===== config.mk =====
export PLATFORM = sky130hd
export DESIGN_NAME = fir_out_sink
export DESIGN_NICKNAME = d
export VERILOG_FILES = /design/src/rtl/fir_out_sink.sv
export SDC_FILE = /design/constraint.sdc
export NUM_CORES = 1
export LEC_CHECK = 0
export BUFFER_PORTS_ARGS = -buffer_cell sky130_fd_sc_hd__buf_2
export CORE_MARGIN = 3
export CORE_UTILIZATION = 28
export CTS_CLUSTER_DIAMETER = 50
export DETAILED_ROUTE_END_ITERATION = 12
export PLACE_DENSITY_LB_ADDON = 0.12
export SLEW_MARGIN = 30
export SYNTH_ARGS = -nofsm -noshare
export SYNTH_HDL_FRONTEND = slang
export SYNTH_SLANG_ARGS = --single-unit

===== constraint.sdc =====
create_clock -name clk -period 8.3 [get_ports clk]
set_clock_uncertainty 0.1 [all_clocks]
set_input_delay 1.66 -clock clk [delete_from_list [all_inputs] [get_ports clk]]
set_output_delay 1.66 -clock clk [all_outputs]
set_load 0.005 [all_outputs]

===== src/rtl/fir_out_sink.sv =====
// rtl/fir_out_sink.sv - FIR result sink: offset-binary to two's complement, decimate, buffer to consumer
module fir_out_sink #(
    parameter int OUT_WIDTH  = 16,
    parameter int OSR        = 1,
    parameter int FIFO_DEPTH = 8,
    parameter int CNT_W      = 16
) (
    input  logic                 clk,
    input  logic                 rst,
    input  logic [OUT_WIDTH-1:0] in,
    input  logic                 valid,
    output logic [OUT_WIDTH-1:0] m_data,
    output logic                 m_valid,
    input  logic                 m_ready,
    output logic                 overflow,
    output logic [CNT_W-1:0]     sample_cnt
);

    localparam int AW = $clog2(FIFO_DEPTH);
    localparam int PW = (OSR > 1) ? $clog2(OSR) : 1;
    localparam logic [PW-1:0] PH_LAST = PW'(OSR - 1);

    typedef enum logic {
        IDLE,
        RUN
    } state_t;

    state_t          state, state_nx;
    logic [PW-1:0]   phase, phase_nx;
    logic            push_req;

    logic [OUT_WIDTH-1:0] mem [FIFO_DEPTH];
    logic [AW:0]          wr_ptr, rd_ptr;
    logic                 empty, full, pop, push_ok, drop;
    logic [OUT_WIDTH-1:0] conv;

    // IDLE always holds phase 0, so the first valid cycle is treated as phase 0
    always_comb begin
        state_nx = state;
        phase_nx = phase;
        push_req = 1'b0;
        case (state)
            IDLE: begin
                if (valid) begin
                    state_nx = RUN;
                    push_req = 1'b1;
                    phase_nx = (phase == PH_LAST) ? '0 : phase + PW'(1);
                end
            end
            RUN: begin
                if (valid) begin
                    push_req = (phase == '0);
                    phase_nx = (phase == PH_LAST) ? '0 : phase + PW'(1);
                end else begin
                    state_nx = IDLE;
                    phase_nx = '0;
                end
            end
            default: begin
                state_nx = IDLE;
                phase_nx = '0;
            end
        endcase
    end

    always_ff @(posedge clk) begin
        if (!rst) begin
            state <= IDLE;
            phase <= '0;
        end else begin
            state <= state_nx;
            phase <= phase_nx;
        end
    end

    assign conv    = {~in[OUT_WIDTH-1], in[OUT_WIDTH-2:0]};
    assign empty   = (wr_ptr == rd_ptr);
    assign full    = (wr_ptr[AW] != rd_ptr[AW]) && (wr_ptr[AW-1:0] == rd_ptr[AW-1:0]);
    assign pop     = !empty && m_ready;
    // a pop in the same cycle frees the slot, so a full FIFO still accepts
    assign push_ok = push_req && (!full || pop);
    assign drop    = push_req && full && !pop;

    assign m_valid = !empty;
    assign m_data  = empty ? '0 : mem[rd_ptr[AW-1:0]];

    always_ff @(posedge clk) begin
        if (rst && push_ok) begin
            mem[wr_ptr[AW-1:0]] <= conv;
        end
    end

    always_ff @(posedge clk) begin
        if (!rst) begin
            wr_ptr     <= '0;
            rd_ptr     <= '0;
            overflow   <= 1'b0;
            sample_cnt <= '0;
        end else begin
            if (push_ok) begin
                wr_ptr <= wr_ptr + 1'b1;
                if (sample_cnt != {CNT_W{1'b1}}) begin
                    sample_cnt <= sample_cnt + CNT_W'(1);
                end
            end
            if (pop) begin
                rd_ptr <= rd_ptr + 1'b1;
            end
            if (drop) begin
                overflow <= 1'b1;
            end
        end
    end

endmodule


======== Word-level counts from Yosys, hierarchy flattened ========
Memory sizes are Yosys's and may differ from the RTL's. A register that Yosys moved wholly into a read port is not among the register bits.
Index checks and enable logic that the tools add are counted.
word-level totals
  bits in registers ....................... 27
  bits in writable memories ............... 128
  bits of input ports ..................... 20
  ROM bits ................................ 0
  memories kept ........................... 1
  logic and storage cells ................. 42
  output and inout port bits .............. 34
  bits in latches ......................... 0
memories
  name  words  bits a word  read ports  clocked after Yosys merged registers in  wr ports  line  text
  mem   8      16           1           1                                        1         32    logic [OUT_WIDTH-1:0] mem [FIFO_DEPTH];
cells by class
  div/mod/pow operators ................... 0
  add/sub/neg operators ................... 4
  shift operators ......................... 0
  reductions and logical operators ........ 11
  magnitude comparators ................... 0
  $mul .................................... 0
  eq/ne operators ......................... 5
  muxes and demuxes ....................... 12
  bitwise logic cells ..................... 3
operator list
  kind                   number
  $add 16x1->16 const B  1
  $mux 16                1
  $ne 16x16->1 const B   1
  $add 4x1->4 const B    2
  $mux 1                 7
  $logic_and 1x1->1      6
  $mux 3                 2
  $eq 4x4->1             1
  $pmux 1 s2             2
  $eq 3x3->1             1
  $logic_not 1->1        3
  $not 1->1              3
  $ne 2x2->1 const B     1
  $reduce_and 2->1       1
  $add 1x1->1 const B    1
  $logic_or 1x1->1       1
  $ne 1x1->1             1

======== Longest topological paths before layout ========
Gate-level depths: netlist of run 1.
  depth in word-level cells ............... 8
  depth in mapped cells ................... 8
  gate-level depth less buffers ........... 6

======== Worst setup path before layout of run 1 ========
Ideal clock, no wire load.
  path kind ............................... input to register
  start ................................... input m_ready
  end ..................................... memory mem[0][0] (enable)
  data arrival time ....................... 3676 ps
  library setup time ...................... 430 ps
  path slack .............................. 4094 ps
  stages .................................. 4
  path through ............................ nand2b_1 > o21ai_1 > buf_2 > nor4_1
on the way
  longest elaborated chain between the ends .. 6
RTL lines
  element                       line  text
  start, declared               14    input logic m_ready,
  $logic_and 1x1->1             79    assign pop = !empty && m_ready;
  $logic_or 1x1->1              81    assign push_ok = push_req && (!full || pop);
  $logic_and 1x1->1             81
  $logic_and 1x1->1             88    if (rst && push_ok) begin
  $mux 1                        88
  $mux 1 (not written as such)  89    mem[wr_ptr[AW-1:0]] <= conv;
  end, declared                 32
Every way passes these cells.

==> qor.csv, run 1 <==
metric,value,unit
status,"finished, final reports clean",
crit-path max FO,32,
hold buffers post-CTS,0,
die width,156,um
Initial DRT Pass Iterations,4,
number of flops mapped to enable cells by yosys,128,
Reg-to-Reg Start,wr_ptr[0]$_SDFFE_PN0P_,
"FF+latch count, synth",156,
Layout area overhead,19.8,%
worst hold start,overflow$_SDFFE_PN0P_,
slowest CP cell,mux4_2,
Hold Crit Depth,2,
Setup CP Type,flop to output port,
Final ANT Viol Nets,0,
die height,156,um
post-cts resize count,0,
CTS root buf,clkbuf_16,
RSZ-0062 raised after global routing,false,
core area,0.0220,sq mm
Worst R2R End,mem[6][15]$_DFFE_PP_,
NetSw,477,uW
# DRC,0,
hpwl dp,8300,um
switching share of power,0.250,
Clock Path Buffers,2,
vias in the first global route,3542,
CP cell instances,buf_4 -> mux4_2 -> mux2i_1 -> nor2_1 -> buf_2,
Antenna diodes,0,
Post-Synthesis Mean Instance Area,17.0,sq um
Final Hold Viols,0,
clock network power share,0.416,
placed standard-cell area,0.00694,sq mm
R2R setup slack,5.62,ns
critical path arrival,2.31,ns
register share of total power,0.457,
count of different cell masters after synthesis,38,
Wirelength per Cell,18.5,um
# nets final,458,
"Core Util, Final",0.343,
Worst Reg-to-Reg Cells,6,
die area,0.0243,sq mm
internal power,1.43,mW
Comb pwr share,0.127,
"Top FF cell, synth",edfxtp_1,
Worst Path Required,6.54,ns
IO Count,54,
clk slew on worst S/H paths,0.06,ns
Gate Count Post-Synth,370,
post-synthesis cell area,0.00630,sq mm
post-synthesis async set-or-reset flop share,0,
Tcrit/Tclk final,0.491,
number of DRC markers in iteration 0,280,
Final setup viols,0,
Setup TNS Final,0,ns
TritonCTS buffer count,17,
first-pass GRT wire length,21300,um
VDD IR max,0.000115,V
initial antenna violation count,0,
Clock Latency Late Sink,0.42,ns
crit path time final,4.07,ns
share of layout cells above drive strength 1,0.339,
max-cap viol count,0,
Max Slew Vio Count,0,
gr ovfl total,0,
fin area,0.00754,sq mm
Slew HR,0.434,
PD cells,253,mW/mm^2
leakage power,2.45,nW
Initial Utilization,0.287,
PortBufs,53,
synthesized net count,393,
GR Util All Layers,0.119,
drt total wl,13500,um
Tightest Pin Transition,0.848,ns
Avg Vias per Cell,4.67,
row cnt,54,
Slowest Stage Delay on Critical Path,0.61,ns
CTS tree,built,
WHS Endpoint,overflow$_SDFFE_PN0P_,
clock sinks,156,
element type at the critical path end,output port,
CTS H-tree depth,4,
worst min-delay path category,flop to flop,
Max Clk Rate,245,MHz
pin count of the biggest net entering global routing,33,
register area share after synthesis,0.700,
Ys Warns,0,
Startpoint Class,flop,
Setup Buffers After CTS,0,
gp weighted congestion,0.680,
Vias,3403,
[power by group through the flow]
stage | Clock, mW | Combinational (mW) | Sequential, mW
global placement | 0 | 0.251 | 0.888
global route | 0.853 | 0.275 | 0.873
detailed placement | 0 | 0.251 | 0.889
finish | 0.794 | 0.242 | 0.871
CTS | 0.819 | 0.252 | 0.871
floorplan | 0 | 0.167 | 0.885
[cells in the mapped netlist, types with 4 or more instances]
library cell,n,area share
xnor2_1,5,0.0070
buf_2,6,0.0048
mux2i_1,18,0.029
a21oi_2,7,0.0097
o21a_1,4,0.0048
nor3_1,5,0.0040
o21ai_2,7,0.0097
nand2_1,13,0.0078
edfxtp_1,128,0.61
inv_1,4,0.0024
o31ai_1,5,0.0060
clkbuf_1,10,0.0060
dfxtp_1,28,0.089
a21oi_1,7,0.0056
or4_1,6,0.0072
or3_1,8,0.0079
nand2b_1,4,0.0040
nand4_1,5,0.0050
nor2_1,28,0.017
mux4_2,32,0.11
nand3_1,10,0.0079
[layer usage]
| layer | global-route usage | up-vias | routed length, um |
|---|---|---|---|
| met5 | 0 | - | 0 |
| met4 | 0.0366 | 0 | 161 |
| met3 | 0.0341 | 14 | 522 |
| met2 | 0.196 | 58 | 6750 |
| met1 | 0.153 | 1736 | 6040 |
| li1 | - | 1595 | - |
[cells in the final DEF (no fill, tap or decap), drive strengths merged, types with 3 or more instances in the layout]
cell type and n:
a21oi 14, nand4 6, ha 3, xnor2 5, o21ai 12, nand2b 4
nand3 10, mux2i 18, nand2 13, o31ai 5, and3 3, mux4 32
buf 65, nor4 3, dfxtp 28, o21a 4, inv 13, edfxtp 128
clkbuf 18, nor2 28, xor2 4, or4 6, nor3 5, or3 8
[cells by family after synthesis]
kind of cell,synth area share
AOI/OAI and AO/OA,0.0467
adders and majority gates,0.00596
xor gates and xnor gates,0.0137
muxes,0.143
DFF,0.700
and+or+nand+nor,0.0723
buffers and inverters,0.0187
[stage by stage]
step                      setup WS [ns]  power [mW]  cells  hold slack [ns]
final                              4.23        1.91    728            0.402
after global routing               3.99        2.00    728            0.447
after CTS                          4.06        1.94    728            0.412
after detailed placement           4.53        1.14    696            0.394
after global placement             4.51        1.14    696            0.388
after floorplan                    4.09        1.05    370            0.361
[how the worst max path moves through the flow]
| stage | end | start | cells after the start |
|---|---|---|---|
| after global placement | m_data[15] | flop | 5 |
| after CTS | m_data[15] | flop | 5 |
| final | m_data[15] | flop | 5 |
| after detailed placement | m_data[15] | flop | 5 |
| after global routing | m_data[15] | flop | 5 |
| after floorplan | mem[0][0]$_DFFE_PP_ | m_ready | 4 |
[registers in the layout, summed over array words and instances (netlist names), named ones only]
signal	count
mem	128
sample_cnt	16
rd_ptr	4
wr_ptr	4
overflow	1
[worst max-delay path, delay by kind of cell (launching register included)]
family / cells / cell delay (ns)
buf+inv: 2 / 0.69
flops: 1 / 0.31
mux: 2 / 0.82
simple gates: 1 / 0.07
[final cells by class]
class                           instances  area (sq um)
Multi-Input combinational cell        191          1810
Timing Repair Buffer                   65           355
Sequential cell                       156          4410
Clock buffer                           18           429
Inverter                                4          15.0
Fill cell                            2078         14400
Clock inverter                         14           176
Tap cell                              280           350
(Power assumes the default switching activity.)
==> run 2, diff against run 1 <==
clock period = 3.4 ns   (was 8.3 ns; I/O delays follow)
==> run 2 against run 1 <==
Compared with the run above:
- final area grew 0.78%
- critical path depth did not move
- clock power grew 140%
- largest power group unchanged
- via count grew 0.62%
- cell count up 0.82%
- register-to-register slack got worse by 4.7 ns
==> qor.csv, run 2 (same netlist as run 1, synthesis figures left out) <==
metric,value,unit,change
Antenna diodes,0,,unchanged
pin count of the biggest net entering global routing,33,,unchanged
most frequent cells in the layout,"edfxtp_1, buf_2, mux4_2",,
row cnt,54,,unchanged
Setup CP Type,flop to output port,,
met3 WL,309,um,-41%
first-pass GRT wire length,20900,um,-1.9%
Final Hold Viols,0,,unchanged
DR top layer,met4,,
GR Util All Layers,0.116,,-0.00283
fillers,2079,,+0.048%
TritonCTS buffer count,17,,unchanged
pre-CTS WS,0.817,ns,-3.71 ns
Final setup viols,0,,unchanged
die width,156,um,unchanged
Vias,3424,,+0.62%
initial antenna violation count,0,,unchanged
Final ANT Viol Nets,0,,unchanged
Tcrit/Tclk final,0.874,,
leakage power,2.49,nW,+1.3%
# nets final,464,,+1.3%
VDD IR max,0.000334,V,+190%
NetSw,1.07,mW,+130%
post-cts resize count,0,,unchanged
Slew HR,0.447,,+0.0129
Wirelength per Cell,18.3,um,-1.3%
Clock Path Buffers,2,,unchanged
FF+latch area,0.00441,sq mm,unchanged
hold buffers post-CTS,0,,unchanged
core area,0.0220,sq mm,unchanged
CTS H-tree depth,4,,unchanged
Max Slew Vio Count,0,,unchanged
worst min-delay path category,flop to flop,,
status,"finished, final reports clean",,
Startpoint Class,flop,,
PD cells,609,mW/mm^2,+140%
PnR worst setup slack,0.427,ns,-3.80 ns
area occupied by multi-input gates,0.00181,sq mm,about the same
CTS tree,built,,
critical path arrival,2.19,ns,-0.12 ns
number of DRC markers in iteration 0,221,,-21%
clock sinks,156,,unchanged
Initial DRT Pass Iterations,4,,unchanged
Setup Buffers After CTS,0,,unchanged
Layout area overhead,20.7,%,
element type at the critical path end,output port,,
Worst Path Required,2.62,ns,-3.92 ns
gr ovfl total,0,,unchanged
register share of total power,0.463,,+0.006
drt total wl,13400,um,-0.49%
internal power,3.55,mW,+150%
die area,0.0243,sq mm,unchanged
hpwl dp,8550,um,+3.0%
vias in the first global route,3627,,+2.4%
Comb pwr share,0.126,,about the same
"commonest non-fill, non-tap cell in the layout",edfxtp_1,,
dpl cells,702,,+0.86%
clk slew on worst S/H paths,0.06,ns,about the same
crit path time final,2.97,ns,
# DRC,0,,unchanged
crit-path max FO,25,,-22%
gp weighted congestion,0.694,,+2.0%
Max Clk Rate,336,MHz,
clock network power share,0.411,,-0.005
PortBufs,53,,unchanged
Finished Layout Cells,734,,+0.82%
max-cap viol count,0,,unchanged
IO Count,54,,unchanged
CTS root buf,clkbuf_16,,
RSZ-0062 raised after global routing,false,,
Initial Utilization,0.287,,unchanged
die height,156,um,unchanged
Tightest Pin Transition,0.828,ns,-0.0194 ns
Avg Vias per Cell,4.66,,-0.21%
max reg flops,128,,unchanged
met2 WL,6850,um,+1.5%
switching share of power,0.232,,-0.0179
Setup TNS Final,0,ns,unchanged
share of layout cells above drive strength 1,0.339,,about the same
Clock Latency Late Sink,0.41,ns,about the same
met1 WL,6050,um,+0.12%
[run 2: routing by layer]
metal / global-route usage / vias up
met2: 0.200 / 43
li1: - / 1611
met5: 0 / -
met1: 0.146 / 1756
met3: 0.0239 / 14
met4: 0.0416 / 0
[run 2: area by class of cell]
class / instances / area share
Clock buffer: 18 / 0.0565
Tap cell: 280 / 0.0461
Timing Repair Buffer: 71 / 0.0560
Inverter: 4 / 0.00198
Multi-Input combinational cell: 191 / 0.238
Clock inverter: 14 / 0.0219
Sequential cell: 156 / 0.580
[run 2: path summary, 6_finish.rpt]
kind / cells past startpoint / endpoint / slack [ns] / start
hold / removal: 2 / overflow$_SDFFE_PN0P_ / 0.40 / overflow$_SDFFE_PN0P_
setup / recovery: 5 / m_data[13] / 0.43 / flop
setup reg to reg: 6 / mem[5][15]$_DFFE_PP_ / 0.95 / wr_ptr[0]$_SDFFE_PN0P_
hold reg to reg: 2 / overflow$_SDFFE_PN0P_ / 0.40 / overflow$_SDFFE_PN0P_
[run 2: power by group through the flow]
stage,combinational (mW),sequential (mW),clock (mW)
6_report,0.583,2.14,1.90
5_1_grt,0.651,2.15,2.04
4_1_cts,0.610,2.14,1.95
3_5_place_dp,0.609,2.18,0
3_3_place_gp,0.605,2.18,0
2_1_floorplan,0.407,2.16,0
[run 2: metrics by stage]
| stage | area (sq um) | utilization | total power, mW | hold slack [ns] |
|---|---|---|---|---|
| 6_report | 7600 | 0.346 | 4.63 | 0.398 |
| 5_1_grt | 7600 | 0.346 | 4.84 | 0.434 |
| 4_1_cts | 7600 | 0.346 | 4.71 | 0.407 |
| 3_5_place_dp | 7010 | 0.319 | 2.79 | 0.395 |
| 3_3_place_gp | 7000 | 0.319 | 2.79 | 0.386 |
| 2_1_floorplan | 6300 | - | 2.57 | 0.361 |
[run 2: critical path, stage by stage (launching register included)]
cell and delay [ns]:
dfxtp_2 0.52, buf_12 0.29, mux4_2 0.53, mux2i_1 0.24, nor2_1 0.06, buf_2 0.13
